<file path="src/rtl/alu_pkg.sv">
// Shared definitions for the execute-stage ALU.
// Holds the 4-bit ALU control codes, FSM state constants, shift-kind
// encoding and small opcode classification helpers.
package alu_pkg;

    // ALU control codes
    localparam logic [3:0] ALU_OR   = 4'b0000;
    localparam logic [3:0] ALU_AND  = 4'b0001;
    localparam logic [3:0] ALU_ADD  = 4'b0010;
    localparam logic [3:0] ALU_XOR  = 4'b0011;
    localparam logic [3:0] ALU_SLL  = 4'b0100;
    localparam logic [3:0] ALU_SRA  = 4'b0101;
    localparam logic [3:0] ALU_SUB  = 4'b0110;
    localparam logic [3:0] ALU_SRL  = 4'b0111;
    localparam logic [3:0] ALU_SLT  = 4'b1000;
    localparam logic [3:0] ALU_SLTU = 4'b1001;

    // FSM states
    typedef logic [1:0] state_t;
    localparam state_t ST_IDLE  = 2'd0;
    localparam state_t ST_SHIFT = 2'd1;
    localparam state_t ST_DONE  = 2'd2;

    // Shift kind handed to the iterative shifter
    typedef logic [1:0] shift_kind_t;
    localparam shift_kind_t SH_SLL = 2'd0;
    localparam shift_kind_t SH_SRL = 2'd1;
    localparam shift_kind_t SH_SRA = 2'd2;

    // True for the three shift opcodes
    function automatic logic is_shift(input logic [3:0] op);
        return (op == ALU_SLL) || (op == ALU_SRA) || (op == ALU_SRL);
    endfunction

    // Map a shift opcode onto the shifter's kind encoding
    function automatic shift_kind_t shift_kind(input logic [3:0] op);
        shift_kind_t k;
        case (op)
            ALU_SRA: k = SH_SRA;
            ALU_SRL: k = SH_SRL;
            default: k = SH_SLL;
        endcase
        return k;
    endfunction

endpackage

</file>
<file path="src/rtl/alu_shift_iter.sv">
// Iterative one-bit-per-cycle shifter.
// Ports:
//   clk, rst  - clock, synchronous active-high reset
//   start     - load operand/shamt/kind (only asserted with shamt > 0)
//   operand   - value to shift
//   shamt     - number of bit positions to shift
//   kind      - SLL / SRL / SRA
//   done      - combinational: the shift applied this cycle is the last one
//   value     - combinational: shift register after this cycle's step
module alu_shift_iter
    import alu_pkg::*;
#(
    parameter int unsigned XLEN = 32
) (
    input  logic                     clk,
    input  logic                     rst,
    input  logic                     start,
    input  logic [XLEN-1:0]          operand,
    input  logic [$clog2(XLEN)-1:0]  shamt,
    input  shift_kind_t              kind,
    output logic                     done,
    output logic [XLEN-1:0]          value
);

    localparam int unsigned SHW = $clog2(XLEN);

    logic [XLEN-1:0] sh_q;
    logic [SHW-1:0]  cnt_q;
    shift_kind_t     kind_q;
    logic [XLEN-1:0] step;

    // One-position shift of the current register contents
    always_comb begin
        step = sh_q;
        case (kind_q)
            SH_SLL:  step = {sh_q[XLEN-2:0], 1'b0};
            SH_SRL:  step = {1'b0, sh_q[XLEN-1:1]};
            SH_SRA:  step = {sh_q[XLEN-1], sh_q[XLEN-1:1]};
            default: step = sh_q;
        endcase
    end

    // Shift register and down-counter
    always_ff @(posedge clk) begin
        if (rst) begin
            sh_q   <= '0;
            cnt_q  <= '0;
            kind_q <= SH_SLL;
        end else if (start) begin
            sh_q   <= operand;
            cnt_q  <= shamt;
            kind_q <= kind;
        end else if (cnt_q != '0) begin
            sh_q  <= step;
            cnt_q <= cnt_q - SHW'(1);
        end
    end

    // Counter at 1 means this cycle's step completes the shift
    assign done  = (cnt_q == SHW'(1));
    assign value = step;

endmodule

</file>
<file path="src/rtl/alu_iter.sv">
// Registered execute-stage ALU with valid/ready handshakes on both sides.
// Logic, add/sub and compare ops complete in one cycle; shifts run one bit
// per cycle through alu_shift_iter unless ALU_FAST_SHIFT_EN is defined, in
// which case a combinational shifter is used and no SHIFT state exists.
// Ports:
//   clk, rst            - clock, synchronous active-high reset
//   in_valid, in_ready  - operation handshake (in_ready is combinational)
//   alu_ctrl            - 4-bit operation code
//   src_a, src_b        - operands; shift amount is src_b[SHW-1:0]
//   out_valid, out_ready- result handshake
//   result, zero        - registered result and result==0 flag
//   illegal             - completed op had an undefined code
module alu_iter
    import alu_pkg::*;
#(
    parameter int unsigned XLEN = 32
) (
    input  logic            clk,
    input  logic            rst,
    input  logic            in_valid,
    output logic            in_ready,
    input  logic [3:0]      alu_ctrl,
    input  logic [XLEN-1:0] src_a,
    input  logic [XLEN-1:0] src_b,
    output logic            out_valid,
    input  logic            out_ready,
    output logic [XLEN-1:0] result,
    output logic            zero,
    output logic            illegal
);

    localparam int unsigned SHW = $clog2(XLEN);

    state_t          state;
    state_t          state_nxt;
    logic            out_valid_nxt;
    logic [XLEN-1:0] result_nxt;
    logic            zero_nxt;
    logic            illegal_nxt;

    logic [SHW-1:0]  shamt;
    logic            accept;
    logic            iter_shift;
    logic            shift_start;
    logic [XLEN-1:0] alu_res;
    logic            alu_ill;

    assign shamt  = src_b[SHW-1:0];
    assign accept = in_valid && in_ready;

`ifdef ALU_FAST_SHIFT_EN
    assign in_ready   = !out_valid || out_ready;
    assign iter_shift = 1'b0;
`else
    assign in_ready   = (state == ST_IDLE) || ((state == ST_DONE) && out_ready);
    // Only non-zero shifts need the multi-cycle path
    assign iter_shift = is_shift(alu_ctrl) && (shamt != '0);
`endif

    // Single-cycle datapath; in the iterative build a shift only reaches
    // here with shamt == 0, so it passes src_a through unchanged
    always_comb begin
        alu_res = '0;
        alu_ill = 1'b0;
        case (alu_ctrl)
            ALU_OR:   alu_res = src_a | src_b;
            ALU_AND:  alu_res = src_a & src_b;
            ALU_ADD:  alu_res = src_a + src_b;
            ALU_XOR:  alu_res = src_a ^ src_b;
            ALU_SUB:  alu_res = src_a - src_b;
            ALU_SLT:  alu_res = {{(XLEN-1){1'b0}}, ($signed(src_a) < $signed(src_b))};
            ALU_SLTU: alu_res = {{(XLEN-1){1'b0}}, (src_a < src_b)};
`ifdef ALU_FAST_SHIFT_EN
            ALU_SLL:  alu_res = src_a << shamt;
            ALU_SRL:  alu_res = src_a >> shamt;
            ALU_SRA:  alu_res = XLEN'($signed(src_a) >>> shamt);
`else
            ALU_SLL:  alu_res = src_a;
            ALU_SRL:  alu_res = src_a;
            ALU_SRA:  alu_res = src_a;
`endif
            default: begin
                alu_res = '0;
                alu_ill = 1'b1;
            end
        endcase
    end

`ifndef ALU_FAST_SHIFT_EN
    logic            shift_done;
    logic [XLEN-1:0] shift_value;

    alu_shift_iter #(
        .XLEN (XLEN)
    ) u_shift (
        .clk     (clk),
        .rst     (rst),
        .start   (shift_start),
        .operand (src_a),
        .shamt   (shamt),
        .kind    (shift_kind(alu_ctrl)),
        .done    (shift_done),
        .value   (shift_value)
    );
`endif

    // Next-state and next-output logic
    always_comb begin
        state_nxt     = state;
        out_valid_nxt = out_valid;
        result_nxt    = result;
        illegal_nxt   = illegal;
        shift_start   = 1'b0;
        case (state)
            ST_IDLE, ST_DONE: begin
                if ((state == ST_DONE) && out_ready) begin
                    state_nxt     = ST_IDLE;
                    out_valid_nxt = 1'b0;
                end
                // Accept may coincide with consumption (back-to-back)
                if (accept) begin
                    if (iter_shift) begin
                        shift_start   = 1'b1;
                        state_nxt     = ST_SHIFT;
                        out_valid_nxt = 1'b0;
                    end else begin
                        result_nxt    = alu_res;
                        illegal_nxt   = alu_ill;
                        state_nxt     = ST_DONE;
                        out_valid_nxt = 1'b1;
                    end
                end
            end
`ifndef ALU_FAST_SHIFT_EN
            ST_SHIFT: begin
                if (shift_done) begin
                    result_nxt    = shift_value;
                    illegal_nxt   = 1'b0;
                    state_nxt     = ST_DONE;
                    out_valid_nxt = 1'b1;
                end
            end
`endif
            default: begin
                state_nxt     = ST_IDLE;
                out_valid_nxt = 1'b0;
            end
        endcase
    end

    assign zero_nxt = (result_nxt == '0);

    // State and output registers
    always_ff @(posedge clk) begin
        if (rst) begin
            state     <= ST_IDLE;
            out_valid <= 1'b0;
            result    <= '0;
            zero      <= 1'b1;
            illegal   <= 1'b0;
        end else begin
            state     <= state_nxt;
            out_valid <= out_valid_nxt;
            result    <= result_nxt;
            zero      <= zero_nxt;
            illegal   <= illegal_nxt;
        end
    end

endmodule

</file>
<file path="config.mk">
export PLATFORM = sky130hd
export DESIGN_NAME = alu_iter
export DESIGN_NICKNAME = d
export VERILOG_FILES = /design/src/rtl/alu_pkg.sv /design/src/rtl/alu_shift_iter.sv /design/src/rtl/alu_iter.sv
export SDC_FILE = /design/constraint.sdc
export NUM_CORES = 1
export LEC_CHECK = 0
export BUFFER_PORTS_ARGS = -buffer_cell sky130_fd_sc_hd__buf_2
export CAP_MARGIN = 40
export CORE_UTILIZATION = 55
export CTS_CLUSTER_DIAMETER = 100
export DETAILED_ROUTE_END_ITERATION = 6
export PLACE_DENSITY = 0.78
export SETUP_SLACK_MARGIN = 0.3
export SKIP_CTS_REPAIR_TIMING = 1
export SLEW_MARGIN = 20
export SYNTH_ARGS = -nofsm -noshare
export SYNTH_HDL_FRONTEND = slang
export SYNTH_SLANG_ARGS = --single-unit
export TNS_END_PERCENT = 100
</file>
<file path="constraint.sdc">
create_clock -name clk -period 3.93 [get_ports clk]
set_input_delay 0.9825 -clock clk [delete_from_list [all_inputs] [get_ports clk]]
set_output_delay 0.9825 -clock clk [all_outputs]
set_load 0.01 [all_outputs]
</file>
# --- Word level (Yosys, flattened, before mapping) ---
# Index checks and enable logic that the tools add are counted.
totals:
  out_inout_bits: 36
  ff_bits: 76
  input_bits: 72
  wordCells: 82
classes:
  n_addsub: 3
  eq_ne: 18
  order_cmp: 2
  bitwise_logic: 3
  mux: 29
  n_reduce_logical: 19
op_table:
  columns: ["op", "count"]
  rows:
  - ["$pmux W32 S8", 1]
  - ["$mux W32", 5]
  - ["$pmux W32 S3", 1]
  - ["$lt A32 B32 Y1", 2]
  - ["$pmux W32 S2", 1]
  - ["$add A32 B32 Y32", 1]
  - ["$and A32 B32 Y32", 1]
  - ["$logic_not A32 Y1", 1]
  - ["$or A32 B32 Y32", 1]
  - ["$sub A32 B32 Y32", 1]
  - ["$xor A32 B32 Y32", 1]
  - ["$eq A4 B3 Y1 const B", 4]
  - ["$mux W1", 11]
  - ["$mux W5", 2]
  - ["$reduce_bool A5 Y1", 2]
  - ["$reduce_or A10 Y1", 1]
  - ["$eq A4 B2 Y1 const B", 2]
  - ["$eq A4 B4 Y1 const B", 2]
  - ["$mux W2", 4]
  - ["$pmux W2 S2", 2]
  - ["$ne A2 B2 Y1 const B", 3]
  - ["$eq A5 B1 Y1 const B", 1]
  - ["$sub A5 B1 Y5 const B", 1]
  - ["$eq A2 B1 Y1 const B", 2]
  - ["13 further kinds", 21]

# --- Longest topological paths before layout ---
# Gate-level depths: netlist of run 1.
depth:
  ltp_word: 8
  ltp_mapped: 15
  depth_no_buf: 15

# --- Cells and area by module ---
# A second synthesis of run 1 with hierarchy kept.
hier_totals:
  hier_cells: 1428
  area_unflattened_um2: 10357.4
modules_own_cells:
  columns: ["mod", "cells_each", "instances", "seq_area_each_um2", "area_per_inst_um2"]
  rows:
  - ["alu_iter", 1146, 1, 720.7, 7773.7]
  - ["alu_shift_iter", 282, 1, 780.7, 2583.7]

# --- Least setup slack after synthesis of run 1 ---
# Ideal clock, no wire load.
synth_path:
  kind: "input port to flip-flop"
  startpoint: "input src_a[3]"
  endpoint: "register zero"
  t_required_ns: 3.870
  cell_stages: 14
  setup_time_ns: 0.060
  arrival_ns: 3.861
  slack_ns: 0.009
  path_buffers: 1
  path_cell_list: "inv_1 -> ha_1 -> buf_2 -> nor2b_1 -> a2111oi_4 -> o211ai_1 -> a21oi_2 -> o31a_1 -> a221o_1 -> nand2_1 -> a41o_1 -> or4b_2 -> nor4_1 -> a41o_1"
synth_between:
  elab_chain_cells: 6
  elab_cells_between_ends: 12
  cone_classes: "2 x add/sub; 2 x order compare; 4 x mux; 3 x bitwise; 1 x reduce/logical"
synth_rtl:
  columns: ["item", "line", "rtl"]
  rows:
  - ["start: declaration", "alu_iter.sv:23", "input logic [XLEN-1:0] src_a,"]
  - ["$sub A32 B32 Y32 (tied with other cells)", "alu_iter.sv:70", "ALU_SUB: alu_res = src_a - src_b;"]
  - ["$pmux W32 S8 (*)", "alu_iter.sv:65", "case (alu_ctrl)"]
  - ["$mux W32 (*)", "alu_iter.sv:122", "if (iter_shift) begin"]
  - ["$mux W32 (*)", "alu_iter.sv:121", "if (accept) begin"]
  - ["$pmux W32 S2 (*)", "alu_iter.sv:114", "case (state)"]
  - ["$logic_not A32 Y1 (*)", "alu_iter.sv:151", "assign zero_nxt = (result_nxt == '0);"]
  - ["end signal: assignment", "alu_iter.sv:165", "zero <= zero_nxt;"]
  - ["end: declaration", "alu_iter.sv:28", "output logic zero,"]
# Mark *: on every way between the ends. The rest lies on a longest branch, timed or not.
# A chain may end at the register's enable or synchronous reset.

# --- Worst setup path after layout of run 1 ---
layout_path:
  startpoint: "input src_a[2]"
  endpoint: "register zero"
# Same word-level chain as after synthesis.

==> results of run 1 <==
-- per-layer routing --
layer | vias up | global-route usage
li1 | 6101 | -
met1 | 6374 | 0.642
met2 | 1213 | 0.758
met3 | 322 | 0.140
met4 | 0 | 0.230
met5 | - | 0
-- path summary, 6_finish.rpt --
check | from | depth (start not counted) | end
worst max register to register | u_shift.cnt_q[0] | 15 | zero
worst max-delay path | src_a[2] | 16 | zero
worst min register to register | u_shift.sh_q[30] | 2 | u_shift.sh_q[30]
worst min-delay path | u_shift.sh_q[30] | 2 | u_shift.sh_q[30]
-- worst max-delay path: cells and delay by family --
family	cells	cell delay, ns
buffers and inverters	4	0.59
and+or+nand+nor	5	1.08
adders and majority gates	1	0.26
AOI/OAI and AO/OA	6	1.39
-- logic make-up after synthesis --
family,count (synthesis),synth area share
flip-flops,75,0.151
multiplexers,8,0.00819
adder cells (fa/ha/maj),103,0.131
buffers and inverters,202,0.0798
AND/OR/NAND/NOR,483,0.234
AO/OA/AOI/OAI,545,0.377
XOR/XNOR,21,0.0185
-- registers in the layout (all words and copies together), names as in the netlist --
register and count:
result 32, u_shift.sh_q 32, u_shift.cnt_q 5, u_shift.kind_q 2, illegal 1, out_valid 1, state 1, zero 1
-- layout make-up --
cell class / instances / area, um2
Clock inverter: 6 / 88.8
Multi-Input combinational cell: 1160 / 8100
Sequential cell: 75 / 1500
Fill cell: 1248 / 3510
Clock buffer: 10 / 229
Timing Repair Buffer: 473 / 3340
Inverter: 104 / 419
Tap cell: 225 / 282
-- synth_stat cells, types with 17 or more instances --
cell      instances
nor2_1          145
nor3_1           43
a21oi_1         144
o21ai_0          78
ha_1            101
a22oi_1          20
o31ai_1          18
nand4_1          18
nand2b_1         17
o211ai_1         26
dfxtp_1          75
nand3_1          34
inv_1            99
clkbuf_1         76
a211oi_1         62
nor2b_1          25
nand2_1         124
-- report_power, final --
group          internal (mW)  leakage (nW)  switching [mW]
sequential             0.884         0.612           0.142
combinational          0.989          5.56            1.40
clock                  0.558         0.149           0.350
total                   2.43          6.32            1.89
==> results_dict.tcl, run 1 <==
set metrics [dict create \
    cap_violations 0 \
    total_power_mw 4.32 \
    most-common-layout-cells "buf_4, nor2_1, a21oi_1, nand2_1, buf_2" \
    overflow 0 \
    cp_common_cell "buf_4" \
    avgSynthCellArea_um2 6.91 \
    diodes 0 \
    fmaxAchievable_mhz 249 \
    numCtsBuffers 9 \
    clock_sinks 75 \
    hold_class "reg2reg" \
    grt_usage 0.497 \
    grt_max_degree 56 \
    reg2reg_slack_ns 0.34 \
    violations "setup timing" \
    tns_ns -0.0793 \
    p_leak_nw 6.32 \
    dieArea_mm2 0.0186 \
    fp.dieH_um 136 \
    gp_congestion 1.10 \
    final_area_mm2 0.0140 \
    fin_crit_sh 1.02 \
    area_growth_pct 40.7 \
    drive_gt1_frac 0.328 \
    dp_slack_ns -0.502 \
    wire_per_inst_um 23.6 \
    clock_latency_ns 0.34 \
    rows 48 \
    hpwlAfterDp_mm 37.0 \
    finalSetupViolCount 1 \
    finalNonFillerCells 2053 \
    htreeDepth 3 \
    nets 1998 \
    slew_headroom 0.375 \
    cp_max_fo 5 \
    final_antenna_net_count 0 \
    top_layer "met4" \
    whs_ns 0.531 \
    pin_count 108 \
    routed_wl_mm 48.4 \
    ys_seq_area_frac 0.151 \
    wl_met3_mm 7.27 \
    synth_seq_cells 75 \
    layout_commonest_cell "buf_4" \
    avgViaCountPerCell 6.82 \
    peakVddDrop_v 0.000939 \
    ys_top_cells_by_area "dfxtp_1, ha_1, a21oi_1" \
    clk_pin_slew_ns 0.06 \
    critPathArrivalTime_ns 4.30 \
    grt_pass1_vias 12400 \
    cts_buffer_depth 2 \
    core_region_area_mm2 0.0175 \
    yosys.area.top_type_share 0.151 \
    crit_chain "buf_2 -> inv_1 -> ha_4 -> buf_4 -> nand2b_1 -> o311ai_4 -> a211oi_4 -> buf_4 -> nor4_1 -> o221ai_1 -> o211ai_1 -> o31a_1 -> nor3_2 -> or4b_4 -> nor4_4 -> a41o_1" \
    fin_crit_ns 4.01 \
    drt_iter0_drc 2251 \
    start_util 0.568 \
    required_ns 4.22 \
    critPathMaxStageDelay_ns 0.50 \
    timing.final.max_slew_violations 0 \
    cts_tree "built" \
    slowest_stage "or4b_4" \
    drc 0 \
    yosys.area.top_type "dfxtp_1" \
    post_synth_num_cell_types 92 \
    ys_warn_count 0 \
    power_density_mw_per_mm2 309 \
    dp_cells 2022 \
    startpoint_type "input pin" \
    fin_util 0.799 \
    setup.worst_path.end_class "flip-flop" \
    syn_inst 1437 \
    cts_root_buf "clkbuf_16" \
    wl_met1_mm 17.9 \
    critical_path_class "in2reg" \
    io_buffers 107 \
    syn-num-nets 1612 \
    setup_ws_ns -0.0793 \
    worstMarginPinSlew_ns 0.933 \
    wl_met2_mm 20.1 \
    synth.cell_area_mm2 0.00992 \
    antenna_found_initial 2 \
    fp.dieW_um 136 \
    status "finished, violations left" \
    skew_ns 0.00664 \
    grt_pass1_wl_mm 70.1 \
    synth_flop_cell "dfxtp_1" \
    rsz0062_at_grt "true" \
    final-hold-violation-count 0 \
    dr_total_vias 14000 \
    synth_edf_count 0 \
    placed_cell_area_mm2 0.0131 \
    async_flop_share 0 \
    drtPass1Iterations 7 \
]
No activity file was read; power rests on OpenSTA's default activity.
==> run 2, diff against run 1 <==
--- a/config.mk
+++ b/config.mk
@@ -5,6 +5,7 @@
 export SDC_FILE = /design/constraint.sdc
 export NUM_CORES = 1
 export LEC_CHECK = 0
+export ABC_AREA = 1
 export BUFFER_PORTS_ARGS = -buffer_cell sky130_fd_sc_hd__buf_2
 export CAP_MARGIN = 40
 export CORE_UTILIZATION = 55
@@ -16,5 +17,6 @@
 export SLEW_MARGIN = 20
 export SYNTH_ARGS = -nofsm -noshare
 export SYNTH_HDL_FRONTEND = slang
+export SYNTH_HIERARCHICAL = 1
 export SYNTH_SLANG_ARGS = --single-unit
 export TNS_END_PERCENT = 100
==> run 2 against run 1 <==
The run now ends clean; clock skew is 0.00073 ns higher; cell area is 7.8% lower; sequential share of layout area is 0.91 points higher; hold slack worse by 0.035 ns; total power is 14% lower; critical path depth is 6 higher; wire length is 6.4% lower; clock-buffer cell count is 2 higher; critical path type unchanged; largest cell class unchanged.
==> results_dict.tcl, run 2 <==
set metrics [dict create \
    critical_path_class "in2reg" \
    grt_pass1_vias 13100 \
    required_ns 4.21 \
    final_area_mm2 0.0129 \
    grt_max_degree 40 \
    startpoint_type "input pin" \
    register_area_mm2 0.00150 \
    pwr-share-comb 0.478 \
    p_leak_nw 7.48 \
    yosys.area.top_type "nand2_1" \
    async_flop_share 0 \
    rows 52 \
    clock_latency_ns 0.34 \
    fp.dieH_um 147 \
    grt_pass1_wl_mm 69.0 \
    setup_ws_ns 0.428 \
    synth_seq_cells 75 \
    clock_sinks 75 \
    ys_warn_count 6 \
    htreeDepth 3 \
    setup.worst_path.end_class "flip-flop" \
    internal-power_mw 2.08 \
    post_synth_num_cell_types 48 \
    fin_crit_ns 3.50 \
    synth_flop_cell "dfxtp_1" \
    fp.dieW_um 147 \
    cts_buffer_depth 2 \
    overflow 0 \
    ys_top_cells_by_area "nand2_1, inv_1, dfxtp_1" \
    r2r-start "out_valid" \
    status "completed" \
    final.fill_count 2099 \
    hold_class "reg2reg" \
    dp_slack_ns 0.118 \
    most-common-layout-cells "nand2_1, inv_1, nor2_1, nand3_1, buf_2" \
    dieArea_mm2 0.0217 \
    critPathArrivalTime_ns 3.78 \
    yosys.area.top_type_share 0.240 \
    reg2reg_to "zero" \
    final_antenna_net_count 0 \
    reg2reg_slack_ns 1.39 \
    dr_total_vias 14400 \
    cts_tree "built" \
    wire_per_inst_um 17.7 \
    finalSetupViolCount 0 \
    dp_cells 2541 \
    pwr-share-clk 0.283 \
    routed_wl_mm 45.3 \
    syn_inst 2193 \
    crit_end "zero" \
    core_region_area_mm2 0.0205 \
    diodes 0 \
    tns_ns 0 \
    fin_crit_sh 0.891 \
    cp_max_fo 8 \
    cap_violations 0 \
    drtPass1Iterations 6 \
    synth_edf_count 0 \
    hpwlAfterDp_mm 36.5 \
    largestRegisters "result: 32 flops, u_shift/sh_q: 32 flops, u_shift/cnt_q: 5 flops" \
    timing.final.max_slew_violations 0 \
    layout_commonest_cell "nand2_1" \
    cp-startpoint "src_a[12]" \
    gp_congestion 1.11 \
    reg2reg_depth 17 \
    netlist_top_cells_count "nand2_1, inv_1, nor2_1" \
    nets 2457 \
    placed_cell_area_mm2 0.0125 \
    pin_count 108 \
    clk_pin_slew_ns 0.06 \
    drt_iter0_drc 1689 \
    seq_power_share 0.239 \
    ys_seq_area_frac 0.129 \
    drive_gt1_frac 0.110 \
    worstMarginPinSlew_ns 0.794 \
    synth.cell_area_mm2 0.0116 \
    numCtsBuffers 9 \
    final-hold-violation-count 0 \
    finalNonFillerCells 2557 \
    drc 0 \
    skew_ns 0.00737 \
    avgViaCountPerCell 5.64 \
    peakVddDrop_v 0.000643 \
    grt_usage 0.410 \
    area_growth_pct 10.7 \
    slew_headroom 0.471 \
    io_buffers 107 \
    cts_root_buf "clkbuf_16" \
    power_density_mw_per_mm2 289 \
    netSwitchingFraction 0.439 \
    yosysMostFrequentCell "nand2_1" \
    rsz0062_at_grt "false" \
    avgSynthCellArea_um2 5.30 \
    syn-num-nets 2368 \
    antenna_found_initial 0 \
    fmaxAchievable_mhz 286 \
    power_switching_mw 1.63 \
    start_util 0.567 \
    multi_input_area_mm2 0.00807 \
]
==> run 2: changes by cell type in the layout (fill, tap and decap cells not counted), moves of 22 or more <==
cell,change
nand2_1,+622
inv_1,+321
buf_4,-308
nand3_1,+153
nor2_1,+76
a211oi_1,-56
a21oi_1,-41
o22ai_1,+28
o21ai_0,-27
o211ai_1,-25
nor2b_1,-24
nor2_2,+23
nor3_1,-22
==> run 2: critical path, cell delays in order <==
cell and delay (ns):
buf_2 0.17, inv_1 0.09, ha_1 0.45, nor2_2 0.21, inv_1 0.09, nor2_4 0.15
inv_1 0.06, nor2_1 0.25, nand2_1 0.12, nand2_1 0.10, nand2_1 0.05, nand3_1 0.06
nand3_1 0.17, nand2_1 0.12, o21ai_0 0.08, nand2_1 0.09, nand2_1 0.06, nor2_1 0.08
nand3_1 0.08, nor2_1 0.17, nand3_1 0.09, nand2_1 0.06
==> run 2: routing by layer <==
layer / vias to the layer above / GRT usage / routed length, um
met5: - / 0 / 0
met4: 0 / 0.143 / 1540
met3: 115 / 0.113 / 6030
met2: 870 / 0.629 / 19000
met1: 6476 / 0.549 / 18700
li1: 6962 / - / -
==> run 2: final cells by class <==
cell class / count / area share
inverters: 424 / 0.124
well taps: 270 / 0.0262
clock buffers: 12 / 0.0199
repair buffers: 163 / 0.0768
flip-flops and latches: 75 / 0.117
multi-input cells: 1609 / 0.627
clock inverters: 4 / 0.00933
==> run 2: power by group through the flow <==
stage	Sequential, mW	Combinational [mW]	Clock (mW)
2_1_floorplan	0.895	1.18	0
3_3_place_gp	0.899	1.69	0
3_5_place_dp	0.900	1.70	0
4_1_cts	0.885	1.71	1.05
5_1_grt	0.894	1.94	1.08
6_report	0.888	1.78	1.05
==> run 2: how the worst min path moves through the flow <==
stage / cells past startpoint / endpoint / start / slack (ns)
floorplan: 2 / u_shift/cnt_q[4] / u_shift/cnt_q[4] / 0.45
global placement: 2 / u_shift/cnt_q[4] / u_shift/cnt_q[4] / 0.47
detailed placement: 2 / u_shift/sh_q[0] / u_shift/sh_q[0] / 0.48
CTS: 2 / u_shift/sh_q[0] / u_shift/sh_q[0] / 0.49
global route: 2 / u_shift/sh_q[0] / u_shift/sh_q[0] / 0.52
finish: 2 / u_shift/sh_q[0] / u_shift/sh_q[0] / 0.50
==> run 2: through the flow <==
stage                util  hold slack (ns)  total power [mW]
finish              0.628            0.496              3.72
floorplan               -            0.450              2.08
detailed placement  0.608            0.476              2.60
global route        0.628            0.520              3.91
CTS                 0.627            0.487              3.65
global placement    0.608            0.470              2.59
==> run 2: cells by family after synthesis <==
group | Yosys count | share of synthesized area
buffers and inverters | 509 | 0.180
AOI/OAI and AO/OA | 262 | 0.134
muxes | 1 | 0.000861
DFF | 75 | 0.129
adders and majority gates | 103 | 0.112
xor gates and xnor gates | 2 | 0.00151
and+or+nand+nor | 1241 | 0.443
